--- src/rtl/sma_decim_fifo_if.sv ---
// Sample-stream bus for the decimating FIFO: filtered samples in, FWFT drain out, overflow status.
interface sma_decim_fifo_if #(
   parameter int unsigned WIDTH = 16,
   parameter int unsigned DEPTH = 8
);
   localparam int unsigned LW = $clog2(DEPTH) + 1;

   logic signed [WIDTH-1:0] in_data;
   logic                    in_valid;
   logic signed [WIDTH-1:0] out_data;
   logic                    out_valid;
   logic                    out_ready;
   logic [LW-1:0]           level;
   logic                    ovf;
   logic                    ovf_clr;

   modport master (
      output in_data, in_valid, out_ready, ovf_clr,
      input  out_data, out_valid, level, ovf
   );

   modport slave (
      input  in_data, in_valid, out_ready, ovf_clr,
      output out_data, out_valid, level, ovf
   );
endinterface

--- src/rtl/sma_decim_fifo.sv ---
// Keeps every DECIM-th valid filtered sample and buffers it in a first-word-fall-through FIFO
// with registered head data, occupancy counter and a sticky drop flag.
module sma_decim_fifo #(
   parameter int unsigned WIDTH = 16,
   parameter int unsigned DECIM = 4,
   parameter int unsigned DEPTH = 8
) (
   input logic              clk,
   input logic              rst,
   sma_decim_fifo_if.slave  bus
);
   localparam int unsigned PW  = (DEPTH > 1) ? $clog2(DEPTH) : 1;
   localparam int unsigned LW  = $clog2(DEPTH) + 1;
   localparam int unsigned PHW = (DECIM > 1) ? $clog2(DECIM) : 1;

   localparam logic [PHW-1:0] PH_LAST  = PHW'(DECIM - 1);
   localparam logic [LW-1:0]  LVL_FULL = LW'(DEPTH);

   logic [PHW-1:0]          phase_q,    phase_d;
   logic [PW-1:0]           wr_ptr_q,   wr_ptr_d;
   logic [PW-1:0]           rd_ptr_q,   rd_ptr_d;
   logic [LW-1:0]           level_q,    level_d;
   logic                    out_valid_q, out_valid_d;
   logic signed [WIDTH-1:0] out_data_q, out_data_d;
   logic                    ovf_q,      ovf_d;
   logic signed [WIDTH-1:0] mem_q [DEPTH];

   logic keep_c;
   logic pop_c;
   logic push_c;
   logic drop_c;

   // Handshake decode: a full FIFO still accepts a push when the head leaves in the same cycle
   always_comb begin
      pop_c  = out_valid_q & bus.out_ready;
      keep_c = bus.in_valid & (phase_q == PH_LAST);
      push_c = keep_c & ((level_q != LVL_FULL) | pop_c);
      drop_c = keep_c & ~push_c;
   end

   always_comb begin
      phase_d     = phase_q;
      wr_ptr_d    = wr_ptr_q;
      rd_ptr_d    = rd_ptr_q;
      level_d     = level_q;
      ovf_d       = ovf_q;
      out_data_d  = out_data_q;
      out_valid_d = out_valid_q;

      if (bus.in_valid) begin
         phase_d = (phase_q == PH_LAST) ? '0 : phase_q + PHW'(1);
      end

      if (push_c) wr_ptr_d = wr_ptr_q + PW'(1);
      if (pop_c)  rd_ptr_d = rd_ptr_q + PW'(1);

      unique case ({push_c, pop_c})
         2'b10:   level_d = level_q + LW'(1);
         2'b01:   level_d = level_q - LW'(1);
         default: level_d = level_q;
      endcase

      // A drop in the same cycle as a clear keeps the flag set
      if (drop_c)           ovf_d = 1'b1;
      else if (bus.ovf_clr) ovf_d = 1'b0;

      out_valid_d = (level_d != '0);

      // Next head: bypass the incoming sample when it lands in the head slot
      if (push_c && (wr_ptr_q == rd_ptr_d)) begin
         out_data_d = bus.in_data;
      end else if (out_valid_d) begin
         out_data_d = mem_q[rd_ptr_d];
      end
   end

   always_ff @(posedge clk or posedge rst) begin
      if (rst) begin
         phase_q     <= '0;
         wr_ptr_q    <= '0;
         rd_ptr_q    <= '0;
         level_q     <= '0;
         out_valid_q <= 1'b0;
         out_data_q  <= '0;
         ovf_q       <= 1'b0;
      end else begin
         phase_q     <= phase_d;
         wr_ptr_q    <= wr_ptr_d;
         rd_ptr_q    <= rd_ptr_d;
         level_q     <= level_d;
         out_valid_q <= out_valid_d;
         out_data_q  <= out_data_d;
         ovf_q       <= ovf_d;
      end
   end

   // Storage array carries no reset; occupancy alone decides what is valid
   always_ff @(posedge clk) begin
      if (push_c) mem_q[wr_ptr_q] <= bus.in_data;
   end

   assign bus.out_data  = out_data_q;
   assign bus.out_valid = out_valid_q;
   assign bus.level     = level_q;
   assign bus.ovf       = ovf_q;
endmodule
--- src/flat_wrapper.sv ---
// flat-port wrapper written by rule: the top's interface ports become plain ports
module sma_decim_fifo_flat 
#(
   parameter int unsigned WIDTH = 16,
   parameter int unsigned DECIM = 4,
   parameter int unsigned DEPTH = 8
)
  (clk, rst, bus_in_data, bus_in_valid, bus_out_ready, bus_ovf_clr, bus_out_data, bus_out_valid, bus_level, bus_ovf);
  sma_decim_fifo_if #(.WIDTH(WIDTH), .DEPTH(DEPTH)) bus_i ();
  input logic clk;
  input logic rst;
  input wire logic [$bits(bus_i.in_data)-1:0] bus_in_data;
  input wire logic [$bits(bus_i.in_valid)-1:0] bus_in_valid;
  input wire logic [$bits(bus_i.out_ready)-1:0] bus_out_ready;
  input wire logic [$bits(bus_i.ovf_clr)-1:0] bus_ovf_clr;
  output wire logic [$bits(bus_i.out_data)-1:0] bus_out_data;
  output wire logic [$bits(bus_i.out_valid)-1:0] bus_out_valid;
  output wire logic [$bits(bus_i.level)-1:0] bus_level;
  output wire logic [$bits(bus_i.ovf)-1:0] bus_ovf;
  assign bus_i.in_data = bus_in_data;
  assign bus_i.in_valid = bus_in_valid;
  assign bus_i.out_ready = bus_out_ready;
  assign bus_i.ovf_clr = bus_ovf_clr;
  assign bus_out_data = bus_i.out_data;
  assign bus_out_valid = bus_i.out_valid;
  assign bus_level = bus_i.level;
  assign bus_ovf = bus_i.ovf;
  sma_decim_fifo #(.WIDTH(WIDTH), .DECIM(DECIM), .DEPTH(DEPTH)) u_core (.clk(clk), .rst(rst), .bus(bus_i));
endmodule
--- config.mk ---
export PLATFORM = sky130hd
export DESIGN_NAME = sma_decim_fifo_flat
export DESIGN_NICKNAME = d
export VERILOG_FILES = /design/src/rtl/sma_decim_fifo_if.sv /design/src/rtl/sma_decim_fifo.sv /design/src/flat_wrapper.sv
export SDC_FILE = /design/constraint.sdc
export NUM_CORES = 1
export LEC_CHECK = 0
export BUFFER_PORTS_ARGS = -buffer_cell sky130_fd_sc_hd__buf_4
export CAP_MARGIN = 0
export CORE_MARGIN = 2
export CORE_UTILIZATION = 28
export DETAILED_ROUTE_END_ITERATION = 16
export GPL_ROUTABILITY_DRIVEN = 0
export PLACE_DENSITY = 0.54
export SLEW_MARGIN = 20
export SYNTH_ARGS = -nofsm -noshare
export SYNTH_HDL_FRONTEND = slang
export SYNTH_SLANG_ARGS = --single-unit
--- constraint.sdc ---
create_clock -name clk -period 4.88 [get_ports clk]
set_clock_uncertainty 0.05 [all_clocks]
set_input_delay 0.488 -clock clk [delete_from_list [all_inputs] [get_ports clk]]
set_output_delay 0.488 -clock clk [all_outputs]
set_load 0.02 [all_outputs]
==> qor.csv, run 1 <==
stage,metric,value,unit
route,DR vias,4023,
yosys,post-synthesis register bit count,158,
yosys,Synth Area in XOR/XNOR,0.0162,
global_routing,total track usage,0.131,
timing,Rel. slew slack,0.320,
placed_design,PortBufs,42,
final_layout,Antenna Cells,0,
cts,Worst-path clk slew,0.06,ns
cts,post-cts sizing count,0,
final_layout,fillers,2202,
yosys,Mapped Cells,488,
global_routing,met1 usage,0.170,
floorplanning,Chip Width,156,um
worst_setup_path,crit end category,flop,
power,Worst IR Drop VDD,0.422,mV
floorplanning,overall die height,156,um
timing,setup tns final,0,ns
worst_setup_path,worst setup path class,reg -> reg,
final_layout,share of layout cells above drive strength 1,0.187,
yosys,syn_area_per_cell,13.3,um^2
global_routing,grt peak-use layer,met2,
yosys,Post-Synthesis Cell Area,6480,um^2
yosys,Post-Synth Adder-Cell Area,0.0116,
worst_setup_path,crit path launch,u_core.bus.level[1],
cts,later-pin clock latency in the skew report,0.42,ns
route,initial drt markers,253,
cts,CTS hold repair buffers,0,
worst_setup_path,"critical path, cell by cell",nor2_1 -> nand4b_1 -> nor2b_1 -> clkinv_1 -> ha_1 -> xor2_1 -> ha_1 -> a21oi_1 -> mux2i_1 -> xnor2_1 -> nor3_4 -> buf_4 -> nand4b_1 -> a31oi_1,
yosys,Synth Area in Simple Gates,0.153,
yosys,mux share of post-synthesis cell area,0.0315,
yosys,library cells used by synthesis,47,
route,Antenna Nets Post-Route,0,
worst_setup_path,Worst R2R Start,u_core.bus.level[1],
worst_setup_path,crit path launch type,flop,
global_routing,first-pass GRT wire length,23400,um
route,vias per cell,4.84,
yosys,largest family of logic cells by synthesized area,simple AND/OR/NAND/NOR gates,
route,WL/cell,18.6,um
run_status,status,"complete, no violations",
global_routing,met2 Resource Use GR,0.209,
global_routing,met3 GRT Util,0.0375,
timing,RSZ-0062 raised after global routing,no,
global_routing,initial antenna violation count,0,
timing,Tmin final,3.78,ns
floorplanning,row cnt,55,
timing,worst setup margin,1.10,ns
placed_design,HPWL after detailed placement,8550,um
global_routing,grt ovf,0,
global_routing,largest net degree at the start of global routing,65,
yosys,largest area contributor in the netlist,edfxtp_1,
yosys,Syn. warnings,0,
flow_run,max-cap violations,0,
placed_design,Post-DP Area,7190,um^2
power,Internal Power,3290,uW
yosys,dominant cells by area after synthesis,"edfxtp_1 (59%), dfrtp_1 (12%), nand2_1 (6.9%)",
power,switch share,0.373,
yosys,"Seq/Total Area, Yosys",0.709,
worst_setup_path,"Largest stage delay, worst path",0.48,ns
cts,Num CTS Buffers,17,
final_layout,fin nets,561,
global_routing,vias in the first global route,4031,
cts,CTS max path bufs,2,
route,DRT Wirelength,15400,um
timing,Fmax achieved,0.265,GHz
final_layout,"commonest non-fill, non-tap cells in the layout","edfxtp_1 (128), nand2_1 (119), buf_4 (54)",
cts,root buf cell,clkbuf_16,
power,Gate power share,0.389,
min_path,Hold Path Class,in -> async,
yosys,leading register cell type out of synthesis,edfxtp_1,
power,power share of the clock group,0.261,
placed_design,Post-Place Worst Slack,1.04,ns
power,Leak,0.00275,uW
final_layout,area grow syn2layout,20.5,%
timing,worst-margin pin slew,1.02,ns
cts,CTS tree,done,
timing,Hold WS,0.122,ns
floorplanning,core area,22600,um^2
yosys,syn_nets,515,
power,pwr dens,672,nW/um^2
timing,period utilisation layout,0.774,
timing,final setup fails,0,
cts,setup bufs post-CTS,0,
worst_setup_path,crit path max fanout,33,
floorplanning,Initial Util,0.286,
power,register share of total power,0.351,
worst_setup_path,critical path's slowest cell,dfrtp_1,
floorplanning,Ports,43,
final_layout,"commonest non-fill, non-tap cell in the layout",edfxtp_1,
route,DRC violations left,0,
worst_setup_path,crit path DAT,4.01,ns
cts,CTS HTree Levels,4,
yosys,Synth async-reset ratio,0.190,
floorplanning,die area,24400,um^2
power,Sw Pwr,1960,uW
worst_setup_path,"Req. time, crit path",5.11,ns
yosys,post-synthesis compound-gate area fraction,0.0533,
timing,Final Max Slew Viols,0,
cts,Sink Count,158,
yosys,number of synthesized flops with an enable pin,128,
final_layout,final core utilization,0.345,
yosys,share of the synthesized area in the top cell type,0.594,
timing,Final Hold Viols,0,
route,Initial DRT Pass Iterations,5,
worst_setup_path,R2R cell count,14,
final_layout,Final Cell Area,7800,um^2
through the flow:
stage	std cells	total power (uW)
finish	831	5240
global route	831	5540
CTS	831	5300
detailed placement	800	3920
global placement	800	3850
floorplan	488	3250
cell families (layout without fill, tap and decap cells):
logic type	Yosys count	in the layout
compound gates	45	45
xor+xnor	12	12
fa+ha+maj	6	6
buf+inv	36	94
flops	158	158
mux	20	20
simple gates	211	211
cells in the mapped netlist (2+ instances only):
cell type / instances
a21oi_1: 2
a31oi_1: 16
a32oi_1: 16
buf_1: 2
buf_2: 6
buf_6: 2
clkbuf_1: 16
dfrtp_1: 30
edfxtp_1: 128
ha_1: 6
inv_1: 7
mux2_2: 3
mux2i_1: 17
nand2_1: 119
nand3_1: 35
nand4b_1: 17
nor2_1: 21
nor2b_1: 2
nor3_1: 3
nor3b_1: 2
nor4b_1: 2
xnor2_1: 9
xor2_1: 3
power groups by stage:
stage | Clock [uW] | Sequential, uW | Combinational (uW)
floorplan | 0 | 1890 | 1360
global placement | 0 | 1860 | 1980
detailed placement | 0 | 1870 | 2060
CTS | 1400 | 1840 | 2060
global route | 1450 | 1860 | 2230
finish | 1370 | 1840 | 2040
flip-flops by register name (all words and copies together) (netlist names):
register	count
u_core.rd_ptr_q	3
u_core.bus.ovf	1
u_core.mem_q	128
u_core.bus.level	4
u_core.wr_ptr_q	3
u_core.bus.out_data	16
u_core.bus.out_valid	1
u_core.phase_q	2
cell type report:
cell class | instances | area (um^2) | area share
Sequential cell | 158 | 4590 | 0.589
Multi-Input combinational cell | 294 | 1810 | 0.232
Clock buffer | 20 | 437 | 0.0559
Clock inverter | 11 | 168 | 0.0215
Timing Repair Buffer | 54 | 405 | 0.0519
Inverter | 9 | 33.8 | 0.00433
Tap cell | 285 | 357 | 0.0457
final timing paths:
check | slack [ns] | endpoint
worst max-delay path | 1.10 | u_core.bus.out_data[7]
worst min-delay path | 0.12 | u_core.bus.ovf
worst max register to register | 1.10 | u_core.bus.out_data[7]
worst min register to register | 0.47 | u_core.phase_q[1]
max in group asynchronous | 4.31 | u_core.bus.out_data[7]
min in group clk | 0.20 | u_core.bus.ovf
layer usage:
layer / part of all wire / vias to the layer above
met5: 0 / -
met4: 0.0085 / 0
met3: 0.058 / 13
met2: 0.48 / 102
met1: 0.46 / 2016
li1: - / 1892
critical path, delay by kind of cell, from the launching register on:
| family | cells | cell delay, ns |
|---|---|---|
| simple gates | 5 | 1.00 |
| buf+inv | 2 | 0.73 |
| fa+ha+maj | 2 | 0.57 |
| flops | 1 | 0.48 |
| xor+xnor | 2 | 0.31 |
| compound gates | 2 | 0.25 |
| mux | 1 | 0.24 |
Note: power is estimated with default switching activity, not from simulation.
==> run 2, diff against run 1 <==
==> constraint.sdc (replaced) <==
create_clock -name clk -period 3.83 [get_ports clk]
set_clock_uncertainty 0.05 [all_clocks]
set_input_delay 0.383 -clock clk [delete_from_list [all_inputs] [get_ports clk]]
set_output_delay 0.383 -clock clk [all_outputs]
set_load 0.02 [all_outputs]
==> run 2 against run 1 <==
Combinational power increased by 28%. Via count increased by 3.0%. Wire length increased by 2.4%. Non-clock buffer count increased by 3. Largest power group unchanged. Register-to-register slack got worse by 0.74 ns. Critical path depth unchanged.
==> qor.csv, run 2 (synthesis gave the netlist of run 1 again) <==
stage,metric,value,unit,change
worst_setup_path,crit path DAT,3.70,ns,-0.31 ns
cts,Num CTS Buffers,17,,unchanged
final_layout,max reg flops,128,,unchanged
global_routing,grt ovf,0,,unchanged
route,vias per cell,4.96,,+2.5%
floorplanning,core area,22600,um^2,unchanged
cts,CTS max path bufs,2,,unchanged
floorplanning,die area,24400,um^2,unchanged
final_layout,Final Cell Area,7800,um^2,about the same
cts,Sink Count,158,,unchanged
final_layout,share of layout cells above drive strength 1,0.195,,+0.00773
final_layout,fillers,2138,,-2.9%
worst_setup_path,crit path launch type,flop,,
placed_design,Post-Place Worst Slack,0.345,ns,-0.691 ns
worst_setup_path,R2R cell count,14,,unchanged
power,Worst IR Drop VDD,0.519,mV,+23%
flow_run,max-cap violations,0,,unchanged
timing,Final Max Slew Viols,0,,unchanged
floorplanning,Initial Util,0.286,,unchanged
final_layout,fin nets,564,,+0.53%
timing,setup tns final,0,ns,unchanged
power,Leak,0.00277,uW,+0.57%
timing,Rel. slew slack,0.265,,-0.0550
route,Antenna Nets Post-Route,0,,unchanged
global_routing,first-pass GRT wire length,24200,um,+3.3%
power,pwr dens,854,nW/um^2,+27%
global_routing,initial antenna violation count,0,,unchanged
cts,setup bufs post-CTS,0,,unchanged
route,WL/cell,18.9,um,+1.9%
worst_setup_path,crit path max fanout,33,,unchanged
route,initial drt markers,300,,+19%
cts,post-cts sizing count,0,,unchanged
placed_design,Post-DP Area,7210,um^2,+0.26%
cts,Worst-path clk slew,0.06,ns,about the same
final_layout,"commonest non-fill, non-tap cell in the layout",edfxtp_1,,
cts,CTS HTree Levels,4,,unchanged
global_routing,largest net degree at the start of global routing,65,,unchanged
cts,later-pin clock latency in the skew report,0.43,ns,about the same
worst_setup_path,"Req. time, crit path",4.06,ns,-1.05 ns
floorplanning,overall die height,156,um,unchanged
worst_setup_path,reg2reg end,u_core.bus.out_data[11],,
cts,CTS hold repair buffers,0,,unchanged
placed_design,HPWL after detailed placement,8910,um,+4.1%
timing,final setup fails,0,,unchanged
worst_setup_path,crit end category,flop,,
route,DR vias,4144,,+3.0%
floorplanning,row cnt,55,,unchanged
timing,worst setup margin,0.362,ns,-0.740 ns
timing,Final Hold Viols,0,,unchanged
global_routing,total track usage,0.135,,+0.00461
timing,RSZ-0062 raised after global routing,no,,
worst_setup_path,worst setup path class,reg -> reg,,
min_path,Hold Path Class,in -> async,,
floorplanning,Ports,43,,unchanged
timing,worst-margin pin slew,1.10,ns,+0.0825 ns
timing,period utilisation layout,0.906,,+0.131
timing,Tmin final,3.47,ns,-0.310 ns
cts,root buf cell,clkbuf_16,,
run_status,status,"complete, no violations",,
final_layout,Biggest register,u_core.mem_q,,
final_layout,Antenna Cells,0,,unchanged
final_layout,area grow syn2layout,20.4,%,about the same
global_routing,vias in the first global route,4222,,+4.7%
timing,Fmax achieved,0.288,GHz,+8.9%
route,DRC violations left,0,,unchanged
final_layout,"commonest non-fill, non-tap cells in the layout","edfxtp_1 (128), nand2_1 (119), buf_4 (57)",,
route,Initial DRT Pass Iterations,4,,-1
route,DRT Wirelength,15800,um,+2.4%
floorplanning,Chip Width,156,um,unchanged
placed_design,PortBufs,42,,unchanged
worst_setup_path,Worst R2R Start,u_core.bus.level[1],,
cts,CTS tree,done,,
worst_setup_path,R2R Setup Slk,0.36,ns,-0.74 ns
[run 2: cell count changes in the layout (fill, tap and decap cells not counted)]
cell        change
o21ai_1         +1
clkinv_4        +4
clkbuf_1        -2
clkinvlp_4      -3
clkinv_2        -1
inv_6           +5
bufinv_16       -2
buf_4           +3
o21ai_4         -1
[run 2: through the flow]
step | power, uW | hold slack, ns | cells | util
floorplan | 4140 | 0.424 | 488 | -
CTS | 6720 | 0.0127 | 835 | 0.345
detailed placement | 5040 | 0.456 | 803 | 0.319
global route | 7060 | 0.0375 | 835 | 0.345
global placement | 4900 | 0.444 | 803 | 0.319
finish | 6660 | 0.00589 | 835 | 0.345
[run 2: per-layer routing]
metal / track usage / routed length, um
met5: 0 / 0
met4: 0.0590 / 363
met3: 0.0394 / 796
met2: 0.210 / 7410
met1: 0.176 / 7230
[run 2: worst max path at each step]
stage                              from                 endpoint  slack, ns  cells past startpoint
floorplan           u_core.bus.level[0]       u_core.mem_q[4][0]       0.27                      5
global placement          bus_out_ready   u_core.bus.out_data[8]       0.53                     15
detailed placement        bus_out_ready  u_core.bus.out_data[15]       0.35                     15
CTS                 u_core.bus.level[1]  u_core.bus.out_data[11]       0.31                     14
global route        u_core.bus.level[1]  u_core.bus.out_data[11]       0.03                     14
finish              u_core.bus.level[1]  u_core.bus.out_data[11]       0.36                     14
[run 2: layout make-up]
type / instances / area [um^2] / share of cell area
clock buffers: 18 / 429 / 0.0550
multi-input cells: 294 / 1800 / 0.231
flip-flops and latches: 158 / 4590 / 0.589
repair buffers: 57 / 428 / 0.0549
inverters: 9 / 33.8 / 0.00433
well taps: 285 / 357 / 0.0457
clock inverters: 14 / 159 / 0.0204
[run 2: worst max-delay path, cell delays in order, from the launching register on]
cell and delay (ns):
dfrtp_1 0.49, nor2_1 0.09, nand4b_1 0.12, nor2b_1 0.35, clkinv_1 0.20, ha_1 0.31, xor2_1 0.17, ha_1 0.18
a21oi_1 0.15, mux2i_1 0.24, xnor2_1 0.14, nor3_4 0.17, buf_4 0.36, nand4b_1 0.18, a31oi_1 0.11
[run 2: power breakdown]
group	switching [uW]	internal (uW)	leakage (uW)	total, uW
Combinational	1620	1000	0.000982	2620
Sequential	237	2120	0.00150	2350
Clock	712	972	0.000282	1680
